**src/rtl/branch_predict_unit.sv**
```systemverilog
// branch_predict_unit: direct-mapped BTB with 2-bit counters on the fetch side, branch/jump resolution, flush and training on the EX side
module branch_predict_unit #(
    parameter int IDX_W   = 4,
    parameter int CNT_W   = 32,
    parameter int PRED_EN = 1
) (
    input  logic             cpu_clk,
    input  logic             cpu_rst,
    input  logic [31:0]      if_pc,
    output logic             pred_taken,
    output logic [31:0]      pred_target,
    input  logic             ex_valid,
    input  logic [31:0]      ex_pc,
    input  logic [3:0]       branch,
    input  logic [1:0]       jump,
    input  logic             zero,
    input  logic             sgn,
    input  logic             ult,
    input  logic [31:0]      pcimm,
    input  logic [31:0]      aluc,
    input  logic             ex_pred_taken,
    input  logic [31:0]      ex_pred_target,
    output logic             flush,
    output logic [31:0]      redirect_pc,
    output logic [CNT_W-1:0] br_cnt,
    output logic [CNT_W-1:0] miss_cnt
);
    localparam int DEPTH = 1 << IDX_W;
    localparam int TAG_W = 30 - IDX_W;

    logic             valid_q  [DEPTH];
    logic             valid_d  [DEPTH];
    logic [TAG_W-1:0] tag_q    [DEPTH];
    logic [TAG_W-1:0] tag_d    [DEPTH];
    logic [31:0]      target_q [DEPTH];
    logic [31:0]      target_d [DEPTH];
    logic [1:0]       ctr_q    [DEPTH];
    logic [1:0]       ctr_d    [DEPTH];
    logic [CNT_W-1:0] br_cnt_q, br_cnt_d;
    logic [CNT_W-1:0] miss_cnt_q, miss_cnt_d;

    logic [IDX_W-1:0] if_idx, ex_idx;
    logic [TAG_W-1:0] if_tag, ex_tag;
    logic             hit, ex_hit, ctrl, br_cond, act_taken, mis;
    logic [31:0]      act_target;
    logic [1:0]       ctr_cur;
    logic             unused_bits;

    assign if_idx      = if_pc[IDX_W+1:2];
    assign if_tag      = if_pc[31:IDX_W+2];
    assign ex_idx      = ex_pc[IDX_W+1:2];
    assign ex_tag      = ex_pc[31:IDX_W+2];
    assign br_cnt      = br_cnt_q;
    assign miss_cnt    = miss_cnt_q;
    assign unused_bits = ^{if_pc[1:0], ex_pc[1:0], aluc[0]};

    // Fetch lookup reads only registered state, so a same-cycle update is seen next cycle
    always_comb begin
        hit         = (PRED_EN != 0) && valid_q[if_idx] && (tag_q[if_idx] == if_tag);
        pred_taken  = hit && ctr_q[if_idx][1];
        pred_target = pred_taken ? target_q[if_idx] : if_pc + 32'd4;
    end

    // Resolve the real outcome in EX and compare it with the prediction carried down the pipe
    always_comb begin
        ctrl        = ex_valid && (branch[0] || jump[0]);
        br_cond     = (branch[3:1] == 3'b000) ? zero :
                      (branch[3:1] == 3'b001) ? !zero :
                      (branch[3:1] == 3'b100) ? sgn :
                      (branch[3:1] == 3'b101) ? !sgn :
                      (branch[3:1] == 3'b110) ? ult :
                      (branch[3:1] == 3'b111) ? !ult : 1'b0;
        act_taken   = jump[0] || (branch[0] && br_cond);
        act_target  = (jump == 2'b01) ? {aluc[31:1], 1'b0} : pcimm;
        mis         = ctrl && ((act_taken != ex_pred_taken) ||
                               (act_taken && (act_target != ex_pred_target)));
        flush       = mis;
        redirect_pc = act_taken ? act_target : ex_pc + 32'd4;
    end

    // Next-state of the BTB entry addressed by ex_pc and of the saturating statistics
    always_comb begin
        valid_d    = valid_q;
        tag_d      = tag_q;
        target_d   = target_q;
        ctr_d      = ctr_q;
        ex_hit     = valid_q[ex_idx] && (tag_q[ex_idx] == ex_tag);
        ctr_cur    = ctr_q[ex_idx];
        if (ctrl) begin
            valid_d[ex_idx]  = 1'b1;
            tag_d[ex_idx]    = ex_tag;
            target_d[ex_idx] = act_target;
            ctr_d[ex_idx]    = jump[0] ? 2'd3 :
                               !ex_hit ? (act_taken ? 2'd2 : 2'd1) :
                               act_taken ? ((ctr_cur == 2'd3) ? 2'd3 : ctr_cur + 2'd1) :
                               ((ctr_cur == 2'd0) ? 2'd0 : ctr_cur - 2'd1);
        end
        br_cnt_d   = br_cnt_q + CNT_W'(ctrl && !(&br_cnt_q));
        miss_cnt_d = miss_cnt_q + CNT_W'(mis && !(&miss_cnt_q));
    end

    // Table and counter registers; reset has priority over any training in the same cycle
    always_ff @(posedge cpu_clk) begin
        if (cpu_rst) begin
            for (int i = 0; i < DEPTH; i++) begin
                valid_q[i]  <= 1'b0;
                tag_q[i]    <= '0;
                target_q[i] <= '0;
                ctr_q[i]    <= 2'b01;
            end
            br_cnt_q   <= '0;
            miss_cnt_q <= '0;
        end else begin
            for (int i = 0; i < DEPTH; i++) begin
                valid_q[i]  <= valid_d[i];
                tag_q[i]    <= tag_d[i];
                target_q[i] <= target_d[i];
                ctr_q[i]    <= ctr_d[i];
            end
            br_cnt_q   <= br_cnt_d;
            miss_cnt_q <= miss_cnt_d;
        end
    end
endmodule

```
**config.mk**
```make
export PLATFORM = sky130hd
export DESIGN_NAME = branch_predict_unit
export DESIGN_NICKNAME = d
export VERILOG_FILES = /design/src/rtl/branch_predict_unit.sv
export SDC_FILE = /design/constraint.sdc
export NUM_CORES = 2
export LEC_CHECK = 0
export BUFFER_PORTS_ARGS = -buffer_cell sky130_fd_sc_hd__buf_2
export CORE_MARGIN = 2
export CORE_UTILIZATION = 40
export DETAILED_ROUTE_END_ITERATION = 12
export SYNTH_ARGS = -nofsm -noshare
export SYNTH_HDL_FRONTEND = slang
export SYNTH_SLANG_ARGS = --single-unit
```
**constraint.sdc**
```tcl
create_clock -name cpu_clk -period 4.9 [get_ports cpu_clk]
set_clock_uncertainty 0.05 [all_clocks]
set_input_delay 0.735 -clock cpu_clk [delete_from_list [all_inputs] [get_ports cpu_clk]]
set_output_delay 0.735 -clock cpu_clk [all_outputs]
set_load 0.05 [all_outputs]
```
**Yosys cells after proc, flatten, opt, wreduce, memory -nomap -nowiden**

Cells that the tools add are included.

- Register bits: 1,040
- Output and inout port bits: 130
- Word-level logic and storage cells: 158

- Eq/ne operators: 11
- Muxes and demuxes: 47
- $lt $le $gt $ge: 3
- Add/sub/neg operators: 6
- Bitwise logic cells: 3
- Reductions and logical operators: 22

Operators with widths:

| kind | number |
|---|---|
| $bwmux W512 | 1 |
| $bwmux W416 | 1 |
| $bmux W26 S4 | 2 |
| $mux W32 | 6 |
| $mux W26 | 5 |
| $bmux W32 S4 | 1 |
| $demux W32 S4 | 1 |
| $demux W26 S4 | 1 |
| $add A32 B1 Y32 | 2 |
| $add A32 B3 Y32 const B | 2 |
| $reduce_and A32 Y1 | 2 |
| $eq A26 B26 Y1 | 2 |
| $bwmux W32 | 1 |
| $ne A32 B32 Y1 | 1 |
| $mux W2 | 11 |
| $bmux W2 S4 | 2 |
| $or A16 B16 Y16 | 1 |
| $eq A3 B3 Y1 const B | 4 |
| $mux W1 | 11 |
| $ge A5 B5 Y1 const B | 2 |
| $logic_and A1 B1 Y1 | 10 |
| $not A4 Y5 | 2 |
| $bmux W1 S4 | 2 |
| $demux W2 S4 | 1 |
| 12 further kinds | 18 |

**Longest topological paths before layout**

- Depth in word-level cells: 14
- Depth in mapped cells: 21
- Gate-level depth less buffers: 17

**Least setup slack after synthesis**

Ideal clock, no wire load.

- Path kind: input to output
- Start point: in if_pc[2]
- End point: out pred_target[2]
- Path slack: -1,004 ps
- Stages: 11
- Data required time: 4,115 ps
- Arrival time: 5,119 ps
- Path through: buf_2 buf_2 buf_2 buf_1 mux4_2 mux4_2 xnor2_1 nand4_1 nor4_2 clkbuf_1 o21ai_0

- Word-level cells in the longest chain between the ends: 8

Ends and longest elaborated chain:

| item | RTL line | text |
|---|---|---|
| from (decl) | 9 | `input logic [31:0] if_pc,` |
| $not A4 Y5 (not written as such) (*) | 59, 60 |  |
| $bmux W26 S4 | 59 | `hit = (PRED_EN != 0) && valid_q[if_idx] && (tag_q[if_idx] == if_tag);` |
| $mux W26 (not written as such) (2 in a row) | 59 |  |
| $eq A26 B26 Y1 | 59 |  |
| $logic_and A1 B1 Y1 | 59 |  |
| $logic_and A1 B1 Y1 (*) | 60 | `pred_taken = hit && ctr_q[if_idx][1];` |
| named net pred_taken | 10 | `output logic pred_taken,` |
| $mux W32 (*) | 61 | `pred_target = pred_taken ? target_q[if_idx] : if_pc + 32'd4;` |
| to (decl) | 11 | `output logic [31:0] pred_target,` |

Mark *: on every way through the listed nets, which the timed path passes. The rest lies on a longest branch. The select of a mux whose other input is x is not followed.

**Worst setup path in the final report**

- Start point: in if_pc[3]
- End point: out pred_target[14]

- Word-level cells in the longest chain between the ends: 8

Ends and longest elaborated chain:

| item | RTL line |
|---|---|
| $not A4 Y5 (not written as such) | 59, 60, 61 |
| $bmux W26 S4 | 59 |
| $mux W26 (not written as such) (2 in a row) | 59 |
| $eq A26 B26 Y1 | 59 |
| $logic_and A1 B1 Y1 | 59 |
| $logic_and A1 B1 Y1 | 60 |
| $mux W32 (*) | 61 |

Every way passes the cells marked *; elsewhere a longest branch is shown, timed or not. The select of a mux whose other input is x is not followed.

==> results by group <==
Detailed routing
  – Final wirelength: 188 mm
  – # DRC: 34
  – Drt wl/cell: 26.1 µm
  – DRT iter0 DRCs: 5062
  – First-pass iteration count of the detailed router: 12
  – Via count: 43200
  – Post-route ant nets: 0
  – Mean number of vias per cell: 5.98

Clock tree
  – Clock sinks: 1040
  – Depth of the CTS H-tree: 3
  – Total CTS buffers: 112
  – CTS clk-pin slew, worst paths: 60 ps
  – Clock Tree Buf Depth: 3
  – CTS tree: yes
  – Clk_lat worst skew: 750 ps
  – Clock root cell: clkbuf_16

Yosys
  – Yosys top cell area share: 41.7%
  – Syn Std Cell Area: 49900 µm²
  – Post-synth EDFFs: 0
  – Register bit total from synthesis: 1040
  – Synth cell count leaders: dfxtp_1, nand2_1, nor2_1
  – Top_reg_cell synth: dfxtp_1
  – YS warnings: 0
  – Synth area leader: dfxtp_1
  – Avg Cell Area, Syn: 9.37 µm²
  – Most frequent cell after synthesis: dfxtp_1
  – Syn_nets: 5508
  – Post-synthesis cell count: 5326
  – Synth cell types: 67
  – Top post-synthesis cells by area: dfxtp_1, mux4_2, a211oi_1, nand2_1, nor2_1
  – Ys async rst share: 0%
  – Post-synthesis sequential area ratio: 41.7%

Global route
  – Vias in the first global route: 40700
  – First-pass GRT wire length: 275 mm
  – GRT Util Overall: 28.9%
  – Antenna violations before repair: 9
  – Pin count of the biggest net entering global routing: 196
  – Gr ovfl total: 0

Layout
  – Layout Cells excl Fill: 7220
  – Area growth syn-to-layout: 18.9%
  – Fill cells: 11500
  – Layout Nets: 5668
  – Ratio of cells with drive above 1 in the final layout: 24.1%

Setup path
  – Worst r2r dst: ctr_q[6]$_SDFFE_PP1P_
  – Arrival time worst endpoint: 4470 ps
  – Worst Setup Start Kind: primary input
  – Worst setup path class: primary input to primary output
  – Setup crit start: if_pc[3]
  – R2R depth: 10
  – CP max FO: 10
  – RR Startpoint: tag_q[164]$_SDFFE_PP0P_
  – Worst reg2reg setup slack: 990 ps
  – Setup crit end kind: primary output
  – Required time of the worst setup path: 4120 ps

STA
  – Endpoints failing hold: 0
  – Setup WS post-layout: -356 ps
  – Worst-Margin Slew: 1320 ps
  – RSZ-0062 raised after global routing: yes
  – Min Tclk post-route: 5260 ps
  – Final setup viols: 33
  – Final period util: 107%
  – Fmax: 0.190 GHz
  – Slew headroom: 12.0%
  – Max Slew Vio Count: 0

Floorplanning
  – Die Span Y: 357 µm
  – Initial Util: 40.3%
  – Die W: 357 µm
  – Die footprint: 128000 µm²
  – # rows: 129
  – CORE AREA: 124000 µm²
  – IO Pins: 303

Power and ir drop
  – Maximum vdd drop: 0.286 mV
  – Leak: 20.2 nW
  – Power Dens Cells: 333 nW/µm²

Worst hold path
  – Hold path endpoint: tag_q[181]$_SDFFE_PP0P_
  – Hold Path Stages: 3
  – Hold Path Class: primary input to flop
  – HP Start: ex_pc[31]

Flow run
  – Max_cap viols: 0

Place
  – Post-Place Cells: 6991
  – # port buffers: 301
  – Gpl congestion: 0.953
  – HPWL after DPL: 119 mm
  – Setup slack at placement: -592 ps

Status
  – Violated checks: DRC, setup timing
  – Status: complete, but fails checks
## metal layers
layer / global-route usage [%] / share of wire (%) / up-vias
met1: 37.5 / 39 / 21200
met3: 6.77 / 9.8 / 483
met2: 44.6 / 45 / 2120
met5: 0 / 0.056 / -
li1: - / - / 19400
met4: 15.6 / 5.8 / 14
## power by group
group          internal, mW  leakage (nW)  switching, mW
Combinational         0.734          9.87           1.41
Clock                  5.27          1.92           3.72
Sequential             8.58          8.40         0.0731
Total                  14.6          20.2           5.20
## final cells by class
| class | instances | area, µm² | area share [%] |
|---|---|---|---|
| clock inverter | 51 | 617 | 1.04 |
| tap | 1637 | 2050 | 3.45 |
| multi-input combinational | 3709 | 27400 | 46.2 |
| clock buffer | 159 | 3300 | 5.57 |
| inverter | 26 | 97.6 | 0.164 |
| antenna | 1 | 2.50 | 0.00422 |
| sequential | 1040 | 20800 | 35.1 |
| timing repair buffer | 597 | 5020 | 8.45 |
## repair_timing
action | in CTS | in global routing
pin swaps | 7 | 4
endpoints found under the hold margin | 0 | 0
setup endpoints to repair | 33 | 37
setup buffers | 11 | 2
hold buffers | 0 | 0
resized for setup | 102 | 44
gates cloned | 5 | 2
## worst max-delay path, stage by stage
cell and delay, ps:
buf_12 160, buf_12 150, mux4_2 490, mux4_2 530, xnor2_1 160, nand4_1 290
or4_4 690, nor4_4 300, buf_6 170, buf_12 130, buf_16 160, buf_4 120
nand2_1 70, o21ai_2 80, buf_6 170
## sequential cells by signal (all words and copies together) (netlist names)
signal    count
miss_cnt     32
target_q    512
br_cnt       32
tag_q       416
ctr_q        32
valid_q      16
## worst max path at each step
stage                     cells past startpoint  slack (ps)         endpoint
after detailed placement                     12        -590  pred_target[15]
after global routing                         13        -370  pred_target[14]
after floorplan                              12           4   pred_target[0]
after global placement                       12        -500   pred_target[3]
final                                        15        -360  pred_target[14]
after CTS                                    13        -270  pred_target[26]
## kinds of logic (layout without fill, tap and decap cells)
family	count (synthesis)	after routing	share of synthesized area, %
other	0	1	0
buffers and inverters	577	833	4.71
and+or+nand+nor	1864	1864	15.2
xor gates and xnor gates	183	183	3.21
muxes	501	501	20.3
adders and majority gates	9	9	0.226
DFF	1040	1040	41.7
AOI/OAI and AO/OA	1152	1152	14.7
## stage by stage
step	hold WS, ps	total power [mW]	utilization, %	area, µm²	setup TNS, ps
finish	378	19.8	47.9	59300	-8220
global route	391	20.3	47.9	59300	-8840
CTS	329	19.8	47.7	59100	-7750
detailed placement	397	10.9	44.1	54600	-17050
global placement	390	10.9	44.1	54600	-14340
floorplan	383	10.1	-	50000	0
## cell usage in the layout (no fill, tap or decap), drive strengths merged, types with 69 or more instances in the layout
cell	n
o21ai	69
nor2	648
clkbuf	162
a21oi	494
xnor2	79
mux2i	82
dfxtp	1040
xor2	104
nand3	80
nand2	968
mux4	402
buf	594
a211oi	499
Note: power is estimated with default switching activity, not from simulation.
